--- src/rtl/lsu_byte_master.sv ---
// lsu_byte_master: byte-serial RV32 load/store initiator.
// Takes one load/store request and runs it as 1, 2 or 4 single-byte memory
// transactions. Then it returns one response beat with the assembled and
// extended load data, or the store completion.
// Optional build macro LSU_MISALIGN_TRAP_EN rejects misaligned halfword and
// word accesses without touching memory. When it is undefined they run byte by byte.
module lsu_byte_master #(
  parameter int ADDR_W = 6
) (
  input  logic              clk,
  input  logic              rst,
  input  logic              req_valid,
  output logic              req_ready,
  input  logic              req_we,
  input  logic [2:0]        req_f3,
  input  logic [ADDR_W-1:0] req_addr,
  input  logic [31:0]       req_wdata,
  output logic              rsp_valid,
  output logic [31:0]       rsp_rdata,
  output logic              rsp_err,
  output logic              busy,
  output logic              mem_en,
  output logic              mem_we,
  output logic [ADDR_W-1:0] mem_addr,
  output logic [7:0]        mem_wdata,
  input  logic [7:0]        mem_rdata,
  input  logic              mem_ack
);

  typedef enum logic [1:0] {
    IDLE = 2'd0,
    XFER = 2'd1,
    RESP = 2'd2
  } state_t;

  state_t              state_reg;
  logic                we_reg;
  logic [2:0]          f3_reg;
  logic [ADDR_W-1:0]   addr_reg;
  logic [31:0]         wdata_reg;
  logic [1:0]          idx_reg;
  logic [1:0]          last_idx_reg;
  logic [31:0]         buf_reg;

  logic                f3_legal;
  logic                misaligned;
  logic                reject;
  logic [1:0]          req_last_idx;
  logic [1:0]          idx_next;
  logic [ADDR_W-1:0]   addr_next;
  logic [7:0]          wdata_next;
  logic [31:0]         buf_merged;
  logic [31:0]         load_ext;

  // Decide whether the incoming funct3 is a legal encoding for its direction
  always_comb begin
    f3_legal = 1'b0;
    if (req_we) begin
      f3_legal = (req_f3 == 3'b000) || (req_f3 == 3'b001) || (req_f3 == 3'b010);
    end else begin
      f3_legal = (req_f3 == 3'b000) || (req_f3 == 3'b001) || (req_f3 == 3'b010) ||
                 (req_f3 == 3'b100) || (req_f3 == 3'b101);
    end
  end

`ifdef LSU_MISALIGN_TRAP_EN
  // Halfwords need an even address and words need a 4-byte aligned address
  always_comb begin
    misaligned = 1'b0;
    if (req_f3[1:0] == 2'b01) begin
      misaligned = req_addr[0];
    end else if (req_f3[1:0] == 2'b10) begin
      misaligned = (req_addr[1:0] != 2'b00);
    end
  end
`else
  // Byte-serial access makes every alignment legal
  always_comb begin
    misaligned = 1'b0;
  end
`endif

  assign reject = !f3_legal || misaligned;

  // Index of the final byte: size code 00/01/10 gives 1/2/4 bytes
  always_comb begin
    case (req_f3[1:0])
      2'b00:   req_last_idx = 2'd0;
      2'b01:   req_last_idx = 2'd1;
      default: req_last_idx = 2'd3;
    endcase
  end

  assign idx_next   = idx_reg + 2'd1;
  assign addr_next  = addr_reg + ADDR_W'(idx_next);
  assign wdata_next = wdata_reg[{idx_next, 3'b000} +: 8];

  // Buffer view with the byte being acknowledged already dropped into place,
  // so that the final byte can go straight into the response register
  genvar gi;
  generate
    for (gi = 0; gi < 4; gi++) begin : g_merge
      assign buf_merged[8*gi +: 8] = (idx_reg == 2'(gi)) ? mem_rdata : buf_reg[8*gi +: 8];
    end
  endgenerate

  // Sign or zero extend the assembled bytes according to the load type
  always_comb begin
    case (f3_reg)
      3'b000:  load_ext = {{24{buf_merged[7]}}, buf_merged[7:0]};
      3'b001:  load_ext = {{16{buf_merged[15]}}, buf_merged[15:0]};
      3'b010:  load_ext = buf_merged;
      3'b100:  load_ext = {24'd0, buf_merged[7:0]};
      3'b101:  load_ext = {16'd0, buf_merged[15:0]};
      default: load_ext = 32'd0;
    endcase
  end

  // Control FSM with every output registered
  always_ff @(posedge clk or negedge rst) begin
    if (!rst) begin
      state_reg    <= IDLE;
      we_reg       <= 1'b0;
      f3_reg       <= 3'd0;
      addr_reg     <= '0;
      wdata_reg    <= 32'd0;
      idx_reg      <= 2'd0;
      last_idx_reg <= 2'd0;
      buf_reg      <= 32'd0;
      req_ready    <= 1'b1;
      rsp_valid    <= 1'b0;
      rsp_rdata    <= 32'd0;
      rsp_err      <= 1'b0;
      busy         <= 1'b0;
      mem_en       <= 1'b0;
      mem_we       <= 1'b0;
      mem_addr     <= '0;
      mem_wdata    <= 8'd0;
    end else begin
      case (state_reg)
        IDLE: begin
          rsp_valid <= 1'b0;
          rsp_err   <= 1'b0;
          rsp_rdata <= 32'd0;
          if (req_valid && req_ready) begin
            we_reg       <= req_we;
            f3_reg       <= req_f3;
            addr_reg     <= req_addr;
            wdata_reg    <= req_wdata;
            idx_reg      <= 2'd0;
            last_idx_reg <= req_last_idx;
            buf_reg      <= 32'd0;
            req_ready    <= 1'b0;
            busy         <= 1'b1;
            if (reject) begin
              // Rejected requests never reach memory
              state_reg <= RESP;
              rsp_valid <= 1'b1;
              rsp_err   <= 1'b1;
            end else begin
              state_reg <= XFER;
              mem_en    <= 1'b1;
              mem_we    <= req_we;
              mem_addr  <= req_addr;
              mem_wdata <= req_wdata[7:0];
            end
          end
        end

        XFER: begin
          if (mem_ack) begin
            if (!we_reg) begin
              buf_reg <= buf_merged;
            end
            if (idx_reg == last_idx_reg) begin
              state_reg <= RESP;
              mem_en    <= 1'b0;
              mem_we    <= 1'b0;
              mem_addr  <= '0;
              mem_wdata <= 8'd0;
              rsp_valid <= 1'b1;
              rsp_err   <= 1'b0;
              rsp_rdata <= we_reg ? 32'd0 : load_ext;
            end else begin
              idx_reg   <= idx_next;
              mem_addr  <= addr_next;
              mem_wdata <= wdata_next;
            end
          end
        end

        RESP: begin
          state_reg <= IDLE;
          rsp_valid <= 1'b0;
          rsp_err   <= 1'b0;
          rsp_rdata <= 32'd0;
          busy      <= 1'b0;
          req_ready <= 1'b1;
        end

        default: begin
          state_reg <= IDLE;
          busy      <= 1'b0;
          req_ready <= 1'b1;
        end
      endcase
    end
  end

endmodule

--- config.mk ---
export PLATFORM = sky130hd
export DESIGN_NAME = lsu_byte_master
export DESIGN_NICKNAME = d
export VERILOG_FILES = /design/src/rtl/lsu_byte_master.sv
export SDC_FILE = /design/constraint.sdc
export NUM_CORES = 1
export LEC_CHECK = 0
export CAP_MARGIN = 20
export CORE_AREA = 3 3 119 121
export DETAILED_ROUTE_END_ITERATION = 6
export DIE_AREA = 0 0 122 124
export HOLD_SLACK_MARGIN = 0.02
export PLACE_DENSITY = 0.79
export SYNTH_ARGS = -nofsm -noshare
export SYNTH_HDL_FRONTEND = slang
export SYNTH_SLANG_ARGS = --single-unit
export TNS_END_PERCENT = 30
--- constraint.sdc ---
create_clock -name clk -period 3.4 [get_ports clk]
set_clock_uncertainty 0.15 [all_clocks]
set_input_delay 0.34 -clock clk [delete_from_list [all_inputs] [get_ports clk]]
set_output_delay 0.34 -clock clk [all_outputs]
set_load 0.01 [all_outputs]
==> impl_metrics.ini <==
[status]
outcome = completed

[critical_path]
critPathMaxStageDelay_ns = 0.49
required_ns = 3.56
crit_chain = inv_1, ha_1, a21boi_1, or3_1, or2_1, mux2_2
cp-startpoint = state_reg[0]
worstPathMaxFanout = 15
timing.rr.start = state_reg[0]
slowest_stage = or2_1
worst_setup_path_start_kind = flip-flop
cp_data_arrival_time_ns = 2.79
critPathCaptureType = flip-flop
regToRegEndpoint = mem_addr[4]
endpoint = mem_addr[4]
rrSetupSlack_ns = 0.77
reg2reg_depth = 6
crit_type = flip-flop to flip-flop

[clocking]
htreeDepth = 4
postCtsSetupRepairBufs = 0
cts_tree = built
numCtsBuffers = 17
cts_root_buf = clkbuf_16
cts_buffer_depth = 2
clk_pin_slew_ns = 0.06
numClockSinks = 132
clk_latency_ns = 0.42

[grt]
grt_max_degree = 77
grt_usage_pct = 21.4
grt_pass1_wl_um = 24800
antenna_found_initial = 0
grt_pass1_vias = 4866
overflow = 0

[floorplan]
top_level_ports = 106
initial_core_util_pct = 47.6
rows = 42
core-area_um2 = 13200
die_y_um = 124
dieArea_um2 = 15100
die_w_um = 122

[sta]
rsz0062_at_grt = no
finalCriticalPeriod_ns = 2.63
setup_viol = 0
fin_ws_ns = 0.766
tightest_slew_ns = 0.742
holdWs_ns = 0.317
maxSlewHeadroom_pct = 50.6
slew_viol_final = 0
fin_crit_sh_pct = 77.5
setup_tns_ns = 0
clock.fmax_mhz = 380
hold_viol = 0

[final_layout]
drive_gt1_share_pct = 18.6
fin_nets = 710
syn_to_final_growth_pct = 29.5
final_cell_mix = dfrtp_1 (131), clkdlybuf4s50_1 (104), nand2_1 (85)
antenna_cells = 0
layout_commonest_cell = dfrtp_1
final_cell_count_no_fill = 833
final_core_util_pct = 61.6

[pwr]
power_density_nw_per_um2 = 863
power.leakage_uw = 0.00366
peakVddDrop_uv = 548

[detailed_routing]
first_pass_iters = 4
wl_per_cell_um = 18.3
drt_iter0_drc = 339
vias_per_cell = 5.65
vias = 4708
wirelength_um = 15300
ant_nets = 0
drc = 0

[synth]
syn-num-nets = 609
synth.cell_area_um2 = 6270
yosysWarnings = 0
synth_ff_type = dfrtp_1
synth_cell_type_count = 50
synth_seq_area_share_pct = 52.7
synth_edf_count = 0
syn_area_per_cell_um2 = 11.5
synth-seq-cells = 132
synthCells = 544
async_reset_ff_share_pct = 100

[flow_run]
cap_violations = 0

[place]
dp_cells = 799
dp_slack_ns = 0.652
gp_congestion = 0.808
dp_hpwl_um = 10300
port_buffers = 105

[worst_hold_path]
min_path_type = flip-flop to flip-flop
metrics by stage:
| step | area [µm²] | power, µW |
|---|---|---|
| after global placement | 7520 | 5150 |
| final | 8130 | 7010 |
| after CTS | 8080 | 6990 |
| after floorplan | 6270 | 4330 |
| after global routing | 8130 | 7440 |
| after detailed placement | 7520 | 5290 |
how the worst min path moves through the flow:
stage              endpoint         from  slack, ns  depth (start not counted)
6_report        buf_reg[24]  buf_reg[24]       0.32                          2
5_1_grt         buf_reg[24]  buf_reg[24]       0.34                          2
4_1_cts         buf_reg[24]  buf_reg[24]       0.32                          2
3_5_place_dp   rsp_rdata[2]          rst       0.29                          1
3_3_place_gp   rsp_rdata[5]          rst       0.28                          1
2_1_floorplan   addr_reg[0]          rst      -0.11                          0
Yosys cell counts, drive strengths merged (2+ instances only):
master   instances  share of area (%)
dfrtp          131                 52
nand2           85                5.1
mux2            63                 11
clkbuf          29                1.7
nand3           24                1.9
a22o            18                2.5
o2bb2ai         16                2.2
mux2i           13                2.1
o21ai           13                1.0
a221o           12                1.9
nand2b          12                1.2
nor4b           12                1.7
inv             11               0.66
nor2            11               0.66
a21oi           10               0.80
buf             10               0.78
ha              10                2.0
mux4             8                2.9
a32oi            6               0.84
xnor2            6               0.84
o31ai            5               0.60
or2              4               0.40
nand4            3               0.30
nor3             3               0.24
or3              3               0.30
a21o             2               0.24
a31oi            2               0.20
and2             2               0.20
nand3b           2               0.24
o32a             2               0.32
power breakdown:
| group | internal, µW | switching [µW] | total [µW] | leakage, µW |
|---|---|---|---|---|
| logic | 1420 | 1590 | 3010 | 0.00167 |
| registers | 2030 | 297 | 2330 | 0.00171 |
| clock network | 1040 | 637 | 1680 | 0.000273 |
| total | 4480 | 2520 | 7010 | 0.00366 |
layer usage:
metal / GRT usage [%] / part of all wire (%) / wire length, µm
met5: 0 / 0 / 0
met1: 25.8 / 41 / 6220
met4: 7.49 / 1.8 / 278
met2: 36.2 / 51 / 7780
met3: 7.04 / 6.5 / 996
cells by family after synthesis:
| family | synth area share, % |
|---|---|
| AOI/OAI and AO/OA | 12.0 |
| buffers and inverters | 3.17 |
| muxes | 16.3 |
| DFF | 52.7 |
| and+or+nand+nor | 12.8 |
| xor gates and xnor gates | 0.837 |
| adders and majority gates | 2.31 |
what timing repair did:
item	in CTS	in global routing
gates resized for setup	0	0
endpoints found under the hold margin	55	0
hold buffers	1	0
critical path: cells and delay by family (launching register included):
kind,cells,cell delay (ns)
adder cells (fa/ha/maj),1,0.28
buffers and inverters,1,0.12
AND/OR/NAND/NOR,2,0.69
multiplexers,1,0.40
AO/OA/AOI/OAI,1,0.46
flip-flops,1,0.41
layout make-up:
cell class | count | area [µm²]
clock buffer | 27 | 523
clock inverter | 4 | 20.0
fill | 1044 | 5060
inverter | 11 | 41.3
multi-input combinational | 362 | 2800
sequential | 132 | 3300
tap | 176 | 220
timing repair buffer | 121 | 1220
Power figures use the tool's default switching activity.
